### src/rtl/regfile_scoreboard_if.sv
// ID-stage hazard bundle between the decoder side and the scoreboard.
// master drives the ID/EX status, slave returns stall/enable decisions.
interface regfile_scoreboard_if #(
   parameter int NREG  = 32,
   parameter int PERFW = 16
);
   logic             i_id_valid;
   logic [31:0]      i_id_instr;
   logic             i_id_rd_wren;
   logic             i_kill_ex;
   logic             o_stall;
   logic             o_flush_ex;
   logic             o_enable_pc;
   logic             o_enable_id;
   logic [NREG-1:0]  o_busy_mask;
   logic [PERFW-1:0] o_stall_cycles;

   modport master (
      output i_id_valid,
      output i_id_instr,
      output i_id_rd_wren,
      output i_kill_ex,
      input  o_stall,
      input  o_flush_ex,
      input  o_enable_pc,
      input  o_enable_id,
      input  o_busy_mask,
      input  o_stall_cycles
   );

   modport slave (
      input  i_id_valid,
      input  i_id_instr,
      input  i_id_rd_wren,
      input  i_kill_ex,
      output o_stall,
      output o_flush_ex,
      output o_enable_pc,
      output o_enable_id,
      output o_busy_mask,
      output o_stall_cycles
   );
endinterface

### src/rtl/regfile_scoreboard.sv
// Regfile scoreboard: per-register countdown of in-flight writes.
// Stalls ID on RAW hazards and undoes a write squashed in EX.
module regfile_scoreboard #(
   parameter int NREG  = 32,
   parameter int DEPTH = 3,
   parameter int CNTW  = 2,
   parameter int PERFW = 16
) (
   input logic                 i_clk,
   input logic                 i_rst_n,
   regfile_scoreboard_if.slave sb
);
   logic [CNTW-1:0]  cnt     [NREG];
   logic [CNTW-1:0]  cnt_nxt [NREG];
   logic             sh_v;
   logic [4:0]       sh_rd;
   logic [CNTW-1:0]  sh_prev;
   logic [PERFW-1:0] perf;

   logic [4:0] rs1, rs2, rd, opc;
   logic       use1, use2;
   logic       hazard, stall, issue;

   assign rs1 = sb.i_id_instr[19:15];
   assign rs2 = sb.i_id_instr[24:20];
   assign rd  = sb.i_id_instr[11:7];
   assign opc = sb.i_id_instr[6:2];

   always_comb begin
      use1 = 1'b0;
      use2 = 1'b0;
      unique case (opc)
         5'b11001, 5'b00100, 5'b00000:
            use1 = 1'b1;
         5'b01100, 5'b01000, 5'b11000: begin
            use1 = 1'b1;
            use2 = 1'b1;
         end
         default: ;
      endcase
   end

   always_comb begin
      hazard = sb.i_id_valid &
               ((use1 & (rs1 != '0) & (cnt[rs1] != '0)) |
                (use2 & (rs2 != '0) & (cnt[rs2] != '0)));
      stall  = hazard & ~sb.i_kill_ex;
      issue  = sb.i_id_valid & ~stall & ~sb.i_kill_ex &
               sb.i_id_rd_wren & (rd != '0);
   end

   // Later assignments win: issue beats kill restore beats decrement.
   always_comb begin
      for (int r = 0; r < NREG; r++) begin
         cnt_nxt[r] = (cnt[r] != '0) ? cnt[r] - CNTW'(1) : '0;
      end
      if (sb.i_kill_ex && sh_v) begin
         cnt_nxt[sh_rd] = (sh_prev > CNTW'(1)) ?
                          sh_prev - CNTW'(2) : '0;
      end
      if (issue) begin
         cnt_nxt[rd] = CNTW'(DEPTH);
      end
      cnt_nxt[0] = '0;
   end

   always_ff @(posedge i_clk or negedge i_rst_n) begin
      if (!i_rst_n) begin
         for (int r = 0; r < NREG; r++) begin
            cnt[r] <= '0;
         end
         sh_v    <= 1'b0;
         sh_rd   <= '0;
         sh_prev <= '0;
         perf    <= '0;
      end else begin
         for (int r = 0; r < NREG; r++) begin
            cnt[r] <= cnt_nxt[r];
         end
         sh_v <= issue;
         if (issue) begin
            sh_rd   <= rd;
            sh_prev <= cnt[rd];
         end
         if (stall && !(&perf)) begin
            perf <= perf + PERFW'(1);
         end
      end
   end

   always_comb begin
      for (int r = 0; r < NREG; r++) begin
         sb.o_busy_mask[r] = (cnt[r] != '0);
      end
   end

   assign sb.o_stall        = stall;
   assign sb.o_flush_ex     = stall;
   assign sb.o_enable_pc    = ~stall;
   assign sb.o_enable_id    = ~stall;
   assign sb.o_stall_cycles = perf;
endmodule

### src/flat_wrapper.sv
// flat-port wrapper written by rule: the top's interface ports become plain ports
module regfile_scoreboard_flat 
#(
   parameter int NREG  = 32,
   parameter int DEPTH = 3,
   parameter int CNTW  = 2,
   parameter int PERFW = 16
)
  (i_clk, i_rst_n, sb_i_id_valid, sb_i_id_instr, sb_i_id_rd_wren, sb_i_kill_ex, sb_o_stall, sb_o_flush_ex, sb_o_enable_pc, sb_o_enable_id, sb_o_busy_mask, sb_o_stall_cycles);
  regfile_scoreboard_if #(.NREG(NREG), .PERFW(PERFW)) sb_i ();
  input logic i_clk;
  input logic i_rst_n;
  input wire logic [$bits(sb_i.i_id_valid)-1:0] sb_i_id_valid;
  input wire logic [$bits(sb_i.i_id_instr)-1:0] sb_i_id_instr;
  input wire logic [$bits(sb_i.i_id_rd_wren)-1:0] sb_i_id_rd_wren;
  input wire logic [$bits(sb_i.i_kill_ex)-1:0] sb_i_kill_ex;
  output wire logic [$bits(sb_i.o_stall)-1:0] sb_o_stall;
  output wire logic [$bits(sb_i.o_flush_ex)-1:0] sb_o_flush_ex;
  output wire logic [$bits(sb_i.o_enable_pc)-1:0] sb_o_enable_pc;
  output wire logic [$bits(sb_i.o_enable_id)-1:0] sb_o_enable_id;
  output wire logic [$bits(sb_i.o_busy_mask)-1:0] sb_o_busy_mask;
  output wire logic [$bits(sb_i.o_stall_cycles)-1:0] sb_o_stall_cycles;
  assign sb_i.i_id_valid = sb_i_id_valid;
  assign sb_i.i_id_instr = sb_i_id_instr;
  assign sb_i.i_id_rd_wren = sb_i_id_rd_wren;
  assign sb_i.i_kill_ex = sb_i_kill_ex;
  assign sb_o_stall = sb_i.o_stall;
  assign sb_o_flush_ex = sb_i.o_flush_ex;
  assign sb_o_enable_pc = sb_i.o_enable_pc;
  assign sb_o_enable_id = sb_i.o_enable_id;
  assign sb_o_busy_mask = sb_i.o_busy_mask;
  assign sb_o_stall_cycles = sb_i.o_stall_cycles;
  regfile_scoreboard #(.NREG(NREG), .DEPTH(DEPTH), .CNTW(CNTW), .PERFW(PERFW)) u_core (.i_clk(i_clk), .i_rst_n(i_rst_n), .sb(sb_i));
endmodule
### config.mk
export PLATFORM = sky130hd
export DESIGN_NAME = regfile_scoreboard_flat
export DESIGN_NICKNAME = d
export VERILOG_FILES = /design/src/rtl/regfile_scoreboard_if.sv /design/src/rtl/regfile_scoreboard.sv /design/src/flat_wrapper.sv
export SDC_FILE = /design/constraint.sdc
export NUM_CORES = 1
export LEC_CHECK = 0
export CAP_MARGIN = 20
export CORE_MARGIN = 1.5
export CORE_UTILIZATION = 51
export CTS_BUF_LIST = sky130_fd_sc_hd__clkbuf_2 sky130_fd_sc_hd__clkbuf_4 sky130_fd_sc_hd__clkbuf_8
export DETAILED_ROUTE_END_ITERATION = 6
export PLACE_DENSITY = 0.91
export RECOVER_POWER = 100
export SYNTH_ARGS = -nofsm -noshare
export SYNTH_HDL_FRONTEND = slang
export SYNTH_SLANG_ARGS = --single-unit
### constraint.sdc
create_clock -name i_clk -period 4.9 [get_ports i_clk]
set_input_delay 1.47 -clock i_clk [delete_from_list [all_inputs] [get_ports i_clk]]
set_output_delay 1.47 -clock i_clk [all_outputs]
set_load 0.01 [all_outputs]
==> flow_summary.rst, run 1 <==
.. list-table::
   :header-rows: 1

   * - Metric
     - Value
   * - Status
     - complete, but fails checks
   * - Violated checks
     - capacitance limit, slew limit
   * - Final Wtd Congestion
     - 0.914
   * - Critical path arrival
     - 3.31 ns
   * - Site Rows
     - 37
   * - Via density
     - 6.70
   * - Hold Crit Depth
     - 1
   * - Setup slack after layout
     - 0.121 ns
   * - Power share of the clock group
     - 31.3%
   * - Worst vdd ir
     - 0.000228 V
   * - Combinational cell fraction of total power
     - 16.4%
   * - Post-detailed-route DRC marker count
     - 0
   * - Cell area after synthesis
     - 5570 µm²
   * - Total half-perimeter wirelength after legalization and detailed placement
     - 11900 µm
   * - Post-layout total power
     - 1.49 mW
   * - Later-pin clock latency in the skew report
     - 0.37 ns
   * - Critical Path End Type
     - primary output
   * - DP Worst Slack
     - -0.671 ns
   * - Internal cell power
     - 1.05 mW
   * - Number of buffers inserted by port buffering
     - 75
   * - Core box area
     - 10500 µm²
   * - Worst min-delay path category
     - reg2reg
   * - Number of global-route vias before repair
     - 5333
   * - RSZ-0062 raised after global routing
     - no
   * - Startpoint of the most critical register-to-register path
     - u_core.cnt[24]
   * - Terminating pin of the worst hold path
     - u_core.sb.o_stall_cycles[12]
   * - Data required time at the worst endpoint
     - 3.43 ns
   * - Antenna cells
     - 0
   * - Buffers plus inverters on the worst setup path
     - 5
   * - Post-Synthesis Net Count
     - 630
   * - Number of placed I/O pins
     - 89
   * - Drt total wl
     - 17100 µm
   * - EDFF count, synth
     - 0
   * - Worst reg2reg path endpoint
     - u_core.cnt[19]
   * - Nets@finish
     - 708
   * - Post-cts hold buffer count
     - 0
   * - Drt initial violations
     - 716
   * - Ys flop type
     - sky130_fd_sc_hd__dfrtp_1
   * - Routed length per placed instance
     - 21.0 µm
   * - First-pass GRT wire length
     - 27000 µm
   * - # Max-Cap Violations
     - 1
   * - Power density relative to cell area
     - 222 nW/µm²
   * - Distinct cells, synth
     - 60
   * - H-tree depth
     - 3
   * - Area Overhead vs Synth
     - 20.6%
   * - FILL cells
     - 838
   * - Die Width
     - 108 µm
   * - Asr flop ratio synth
     - 100%
   * - Count of final max-slew check failures
     - 33
   * - Initial core utilization
     - 53.3%
   * - Worst min-delay path startpoint
     - u_core.sb.o_stall_cycles[12]
   * - Antenna Violating Nets Remaining
     - 0
   * - Leakage Power
     - 3.10 nW
   * - Fin. Hold Viols
     - 0
   * - Switching share of total power
     - 29.5%
   * - Die outline area
     - 11600 µm²
   * - Inserted Clock Buffers
     - 9
   * - Critical Path Fanout Max
     - 6
   * - Share of layout cells above drive strength 1
     - 16.6%
   * - Drt pass-1 iters
     - 6
   * - Synth Warn #
     - 0
   * - GRT overflow
     - 0
   * - Start-to-end type of the worst setup path
     - in2out
   * - Initial antenna violation count
     - 0
   * - Sequential-to-total area share from yosys stat
     - 38.6%
   * - Total instance count after detailed placement
     - 788
   * - Clock tree skew after final layout
     - 0.0116 ns
   * - Nature of the critical path startpoint
     - input port
   * - Switching power
     - 0.440 mW
   * - Post-placement cell area
     - 6510 µm²
   * - Worst path slowest cell
     - sky130_fd_sc_hd__mux4_2
   * - Total negative slack for setup checks
     - 0 ns
   * - Depth of the worst register-to-register path
     - 10
   * - Largest net degree at the start of global routing
     - 87
   * - Overall global routing resource usage
     - 30.5%
   * - Clock sink count
     - 86
   * - Post-layout instance area
     - 6720 µm²
   * - CTS Root Buffer Type
     - sky130_fd_sc_hd__clkbuf_8
   * - R2R setup slack
     - 1.33 ns
   * - Slew at the pin closest to its max-slew limit
     - 1.68 ns
   * - Clock tree from TritonCTS
     - built
   * - Post-route insts no fill
     - 811
   * - Overall die height
     - 108 µm
   * - Top Family by Delay on Critical Path
     - multiplexers
   * - Maximum operating frequency
     - 209 MHz
   * - Final core occ
     - 64.2%
   * - Final setup violation count
     - 0
   * - Synth Register Bits
     - 86
   * - Clock transition at the register clock pins on the worst setup and hold paths after CTS
     - 0.08 ns
   * - Register share of total power
     - 52.3%
   * - Tcrit/Tclk final
     - 97.5%
   * - Headroom to the max-slew limit
     - -12.2%
   * - Average instance area after synthesis
     - 9.42 µm²
   * - Final critical-path required period
     - 4.78 ns
   * - Via count
     - 5437
   * - Biggest cell delay along the critical path
     - 0.47 ns
   * - Clk buf depth
     - 2
   * - Final-layout worst hold slack
     - 0.488 ns
   * - Cells along the critical path
     - buf_2 > inv_4 > clkbuf_4 > mux4_2 > mux2i_1 > nor3_1 > o32a_1 > nand2b_4 > inv_2 > buf_6
   * - Syn Inst Count
     - 592
-- synthesized netlist by cell type (2+ instances only) --
library cell | count | area share, %
sky130_fd_sc_hd__o22ai_1 | 3 | 0.34
sky130_fd_sc_hd__and3_1 | 4 | 0.45
sky130_fd_sc_hd__a221oi_1 | 3 | 0.47
sky130_fd_sc_hd__inv_1 | 48 | 3.2
sky130_fd_sc_hd__o211ai_1 | 5 | 0.67
sky130_fd_sc_hd__and2_1 | 4 | 0.45
sky130_fd_sc_hd__nor3_1 | 11 | 0.99
sky130_fd_sc_hd__a21oi_1 | 26 | 2.3
sky130_fd_sc_hd__nand2b_1 | 6 | 0.67
sky130_fd_sc_hd__or3b_2 | 3 | 0.47
sky130_fd_sc_hd__a2111o_1 | 2 | 0.40
sky130_fd_sc_hd__nand4_1 | 3 | 0.34
sky130_fd_sc_hd__nor3b_2 | 3 | 0.67
sky130_fd_sc_hd__mux2_1 | 7 | 1.4
sky130_fd_sc_hd__o21ai_0 | 20 | 1.8
sky130_fd_sc_hd__dfrtp_1 | 86 | 39
sky130_fd_sc_hd__clkbuf_1 | 17 | 1.1
sky130_fd_sc_hd__o31ai_1 | 45 | 6.1
sky130_fd_sc_hd__mux4_2 | 24 | 9.7
sky130_fd_sc_hd__nand2_1 | 44 | 3.0
sky130_fd_sc_hd__nand3b_1 | 3 | 0.40
sky130_fd_sc_hd__nor4_1 | 3 | 0.34
sky130_fd_sc_hd__nand3_1 | 20 | 1.8
sky130_fd_sc_hd__nor3_2 | 4 | 0.72
sky130_fd_sc_hd__or3_1 | 5 | 0.56
sky130_fd_sc_hd__nor2_1 | 62 | 4.2
sky130_fd_sc_hd__o32ai_1 | 17 | 2.7
sky130_fd_sc_hd__nor3b_1 | 23 | 3.1
sky130_fd_sc_hd__or3b_1 | 2 | 0.31
sky130_fd_sc_hd__a22oi_1 | 2 | 0.27
sky130_fd_sc_hd__nor2b_1 | 3 | 0.34
sky130_fd_sc_hd__buf_1 | 8 | 0.54
sky130_fd_sc_hd__xor2_1 | 15 | 2.4
sky130_fd_sc_hd__buf_6 | 3 | 0.61
sky130_fd_sc_hd__buf_2 | 10 | 0.90
sky130_fd_sc_hd__buf_4 | 4 | 0.54
sky130_fd_sc_hd__o2111ai_1 | 7 | 1.1
sky130_fd_sc_hd__or2_2 | 10 | 1.1
sky130_fd_sc_hd__mux2_2 | 4 | 0.81
sky130_fd_sc_hd__and4_1 | 3 | 0.47
-- timing repair --
action                     in CTS  in global routing
gates cloned                    0                  1
setup buffers                   3                  1
pin swaps                       4                  3
setup endpoints to repair       4                  4
resized for setup              33                 12
-- worst max path at each step --
stage | from | endpoint | slack, ns | depth (start not counted)
2_1_floorplan | sb_i_id_instr[22] | sb_o_stall | 0.03 | 9
3_3_place_gp | sb_i_id_instr[22] | sb_o_stall | -0.67 | 9
3_5_place_dp | sb_i_id_instr[22] | sb_o_flush_ex | -0.67 | 9
4_1_cts | sb_i_id_instr[21] | sb_o_flush_ex | 0.02 | 9
5_1_grt | sb_i_id_instr[22] | sb_o_flush_ex | 0.04 | 10
6_report | sb_i_id_instr[22] | sb_o_stall | 0.12 | 10
-- registers in the layout, indices dropped and copies added, names as in the netlist --
register / flops
u_core.cnt: 62
u_core.sb.o_stall_cycles: 16
u_core.sh_rd: 5
u_core.sh_prev: 2
u_core.sh_v: 1
-- power by group through the flow --
stage / combinational [mW] / clock, mW / sequential [mW]
floorplan: 0.143 / 0 / 0.771
global placement: 0.231 / 0 / 0.789
CTS: 0.249 / 0.465 / 0.778
finish: 0.245 / 0.466 / 0.780
detailed placement: 0.242 / 0 / 0.792
global route: 0.265 / 0.491 / 0.783
-- logic make-up (layout without fill, tap and decap cells) --
kind of cell / Yosys count / count (layout) / synth area share [%]
mux: 36 / 36 / 12.1
flops: 86 / 86 / 38.6
compound gates: 141 / 141 / 18.1
buf+inv: 91 / 174 / 7.03
fa+ha+maj: 1 / 1 / 0.224
xor+xnor: 15 / 15 / 2.36
simple gates: 221 / 221 / 21.5
other cells: 1 / 1 / 0.0673
-- layout by cell type (no fill, tap or decap), drive strengths merged, types with 8 or more instances in the layout --
master,synthesis,routed
nor2,62,62
mux2,11,11
dlygate4sd3,0,47
nor3,15,15
inv,49,49
o32ai,17,17
o31ai,45,45
xor2,15,15
or2,11,11
nand2,44,44
clkdlybuf4s50,0,17
nand3,20,20
clkbuf,17,21
dfrtp,86,86
mux4,24,24
a21oi,26,26
o21ai,20,20
o2111ai,8,8
nor3b,26,26
buf,25,33
-- routing by layer --
| layer | wire, µm | share of wire (%) | global-route usage, % | vias up |
|---|---|---|---|---|
| met4 | 712 | 4.2 | 15.1 | 0 |
| met3 | 1920 | 11 | 6.48 | 82 |
| li1 | - | - | - | 2324 |
| met1 | 6340 | 37 | 38.8 | 2604 |
| met5 | 0 | 0 | 0 | - |
| met2 | 8080 | 47 | 49.3 | 427 |
-- final cells by class --
type	instances	area [µm²]	share of cell area (%)
inverters	49	186	2.77
clock buffers	13	160	2.38
repair buffers	109	992	14.8
flip-flops and latches	86	2150	32.0
clock inverters	3	20.0	0.298
well taps	136	170	2.53
multi-input cells	415	3040	45.2
Note: power is estimated with default switching activity, not from simulation.
==> run 2, diff against run 1 <==
- RECOVER_POWER: 100 -> 25
- clock period: 4.9 -> 3.9 ns (I/O delays scaled with it)
==> run 2 against run 1 <==
Effect of this change:
- core utilization up 3.1 points
- clock skew down 0.0011 ns
- final cell count up 1.7%
- critical endpoint unchanged
- the run ends with capacitance limit, slew limit, setup timing left
- first-iteration DRC count down 9.2%
- non-clock buffer count up 14
- critical path type unchanged
- total power up 31%
==> flow_summary.rst, run 2 (synthesis gave the netlist of run 1 again) <==
.. list-table::
   :header-rows: 1

   * - Metric
     - Value
   * - Clock tree skew after final layout
     - 0.0105 ns
   * - Final critical-path required period
     - 4.08 ns
   * - Final Wtd Congestion
     - 0.954
   * - Depth of the worst register-to-register path
     - 12
   * - Site Rows
     - 37
   * - Overall global routing resource usage
     - 30.4%
   * - Largest net degree at the start of global routing
     - 87
   * - Power share of the clock group
     - 31.8%
   * - Inserted Clock Buffers
     - 9
   * - Antenna Violating Nets Remaining
     - 0
   * - RSZ-0062 raised after global routing
     - yes
   * - Nets@finish
     - 722
   * - Status
     - complete, but fails checks
   * - Drt total wl
     - 17400 µm
   * - Setup slack after layout
     - -0.178 ns
   * - Register share of total power
     - 50.5%
   * - Via density
     - 6.61
   * - Worst min-delay path startpoint
     - u_core.sh_prev[1]
   * - Number of placed I/O pins
     - 89
   * - Area Overhead vs Synth
     - 26.5%
   * - Switching share of total power
     - 29.4%
   * - Clock transition at the register clock pins on the worst setup and hold paths after CTS
     - 0.08 ns
   * - Clock sink count
     - 86
   * - Worst reg2reg path endpoint
     - u_core.cnt[5]
   * - Slew at the pin closest to its max-slew limit
     - 1.85 ns
   * - Start-to-end type of the worst setup path
     - in2out
   * - Total negative slack for setup checks
     - -0.674 ns
   * - Initial core utilization
     - 53.3%
   * - Overall die height
     - 108 µm
   * - Clk buf depth
     - 2
   * - Fin. Hold Viols
     - 0
   * - Switching power
     - 0.573 mW
   * - Later-pin clock latency in the skew report
     - 0.37 ns
   * - Die outline area
     - 11600 µm²
   * - Routed length per placed instance
     - 21.1 µm
   * - Maximum operating frequency
     - 245 MHz
   * - Drt pass-1 iters
     - 6
   * - Share of layout cells above drive strength 1
     - 20.6%
   * - Terminating pin of the worst hold path
     - u_core.sh_prev[1]
   * - Most common cell after layout, fill and taps aside
     - sky130_fd_sc_hd__dfrtp_1
   * - Die Width
     - 108 µm
   * - Core box area
     - 10500 µm²
   * - Antenna cells
     - 0
   * - Via count
     - 5457
   * - Final core occ
     - 67.4%
   * - Tcrit/Tclk final
     - 105%
   * - Post-cts hold buffer count
     - 0
   * - # Max-Cap Violations
     - 1
   * - Number of global-route vias before repair
     - 5448
   * - Post-detailed-route DRC marker count
     - 0
   * - Hold Crit Depth
     - 1
   * - Critical path arrival
     - 2.91 ns
   * - Worst min-delay path category
     - reg2reg
   * - Final-layout worst hold slack
     - 0.502 ns
   * - Final setup violation count
     - 4
   * - Power density relative to cell area
     - 277 nW/µm²
   * - R2R setup slack
     - 0.78 ns
   * - Internal cell power
     - 1.38 mW
   * - GRT overflow
     - 0
   * - Leakage Power
     - 3.07 nW
   * - Violated checks
     - capacitance limit, slew limit, setup timing
   * - Count of final max-slew check failures
     - 35
   * - First-pass GRT wire length
     - 27000 µm
   * - Worst vdd ir
     - 0.000175 V
   * - Data required time at the worst endpoint
     - 2.73 ns
   * - Most used cells in the layout excluding fill and tap cells
     - sky130_fd_sc_hd__dfrtp_1, sky130_fd_sc_hd__nor2_1, sky130_fd_sc_hd__clkdlybuf4s50_1
   * - Headroom to the max-slew limit
     - -23.0%
   * - H-tree depth
     - 3
   * - Clock tree from TritonCTS
     - built
   * - Drt initial violations
     - 650
   * - Critical Path Fanout Max
     - 5
   * - Initial antenna violation count
     - 0
   * - Total half-perimeter wirelength after legalization and detailed placement
     - 11800 µm
   * - FILL cells
     - 791
   * - Startpoint of the most critical register-to-register path
     - u_core.cnt[26]
   * - Nature of the critical path startpoint
     - input port
   * - Number of buffers inserted by port buffering
     - 75
   * - Max FFs per register
     - 62
   * - Largest register by flop count
     - u_core.cnt
   * - Combinational cell fraction of total power
     - 17.7%
   * - Critical Path End Type
     - primary output
   * - CTS Root Buffer Type
     - sky130_fd_sc_hd__clkbuf_8
==> run 2: cell count changes in the layout (fill, tap and decap cells not counted), sizes merged <==
cell / change
dlygate4sd3: -47
clkdlybuf4s50: +43
buf: +19
clkbuf: -7
clkinv: +2
bufinv: +1
clkdlybuf4s15: +1
clkinvlp: +1
dlygate4sd2: +1
dlymetal6s2s: +1
inv: -1
==> run 2: area by class of cell <==
type	instances	area (µm²)	area share, %
clock buffer	10	131	1.86
clock inverter	6	62.6	0.887
inverter	49	199	2.82
multi-input combinational	415	3110	44.1
sequential	86	2150	30.5
tap	136	170	2.41
timing repair buffer	123	1220	17.4
==> run 2: how the worst max path moves through the flow <==
stage | start | end | slack, ns
final | sb_i_id_instr[15] | sb_o_stall | -0.18
after detailed placement | sb_i_id_instr[22] | sb_o_stall | -1.06
after CTS | sb_i_id_instr[22] | sb_o_stall | -0.26
after global placement | sb_i_id_instr[22] | sb_o_stall | -1.09
after floorplan | sb_i_id_instr[22] | sb_o_stall | -0.34
after global routing | sb_i_id_instr[15] | sb_o_stall | -0.31
==> run 2: repair_timing <==
action | 4_1_cts | 5_1_grt
endpoints found under the setup margin | 4 | 4
pin swaps | 8 | 8
buffers inserted | 7 | 0
resized for setup | 47 | 21
gates cloned | 1 | 2
==> run 2: per-stage QoR <==
stage	setup WS (ns)	power [mW]	cells	instance area, µm²
6_report	-0.178	1.95	825	7050
4_1_cts	-0.258	1.94	823	6980
3_5_place_dp	-1.06	1.32	799	6670
3_3_place_gp	-1.09	1.30	798	6660
5_1_grt	-0.308	2.03	825	7050
2_1_floorplan	-0.340	1.15	592	5610
==> run 2: metal layers <==
| layer | track usage (%) | part of all wire, % | vias up |
|---|---|---|---|
| li1 | - | - | 2353 |
| met1 | 37.5 | 36 | 2642 |
| met2 | 49.0 | 48 | 376 |
| met3 | 8.90 | 12 | 86 |
| met4 | 14.5 | 4.4 | 0 |
| met5 | 0 | 0 | - |
==> run 2: power by group through the flow <==
stage | combinational (mW) | clock, mW | sequential [mW]
after global placement | 0.305 | 0 | 0.993
after detailed placement | 0.319 | 0 | 0.997
after floorplan | 0.182 | 0 | 0.968
final | 0.345 | 0.622 | 0.986
after CTS | 0.334 | 0.629 | 0.980
after global routing | 0.370 | 0.676 | 0.988
==> run 2: critical path, stage by stage <==
cell	delay [ns]
sky130_fd_sc_hd__dlygate4sd2_1	0.28
sky130_fd_sc_hd__buf_6	0.15
sky130_fd_sc_hd__nor2b_1	0.29
sky130_fd_sc_hd__o211ai_1	0.19
sky130_fd_sc_hd__o2111ai_2	0.13
sky130_fd_sc_hd__o41ai_2	0.10
sky130_fd_sc_hd__o32a_1	0.25
sky130_fd_sc_hd__nand2b_4	0.19
sky130_fd_sc_hd__inv_4	0.07
sky130_fd_sc_hd__buf_6	0.09
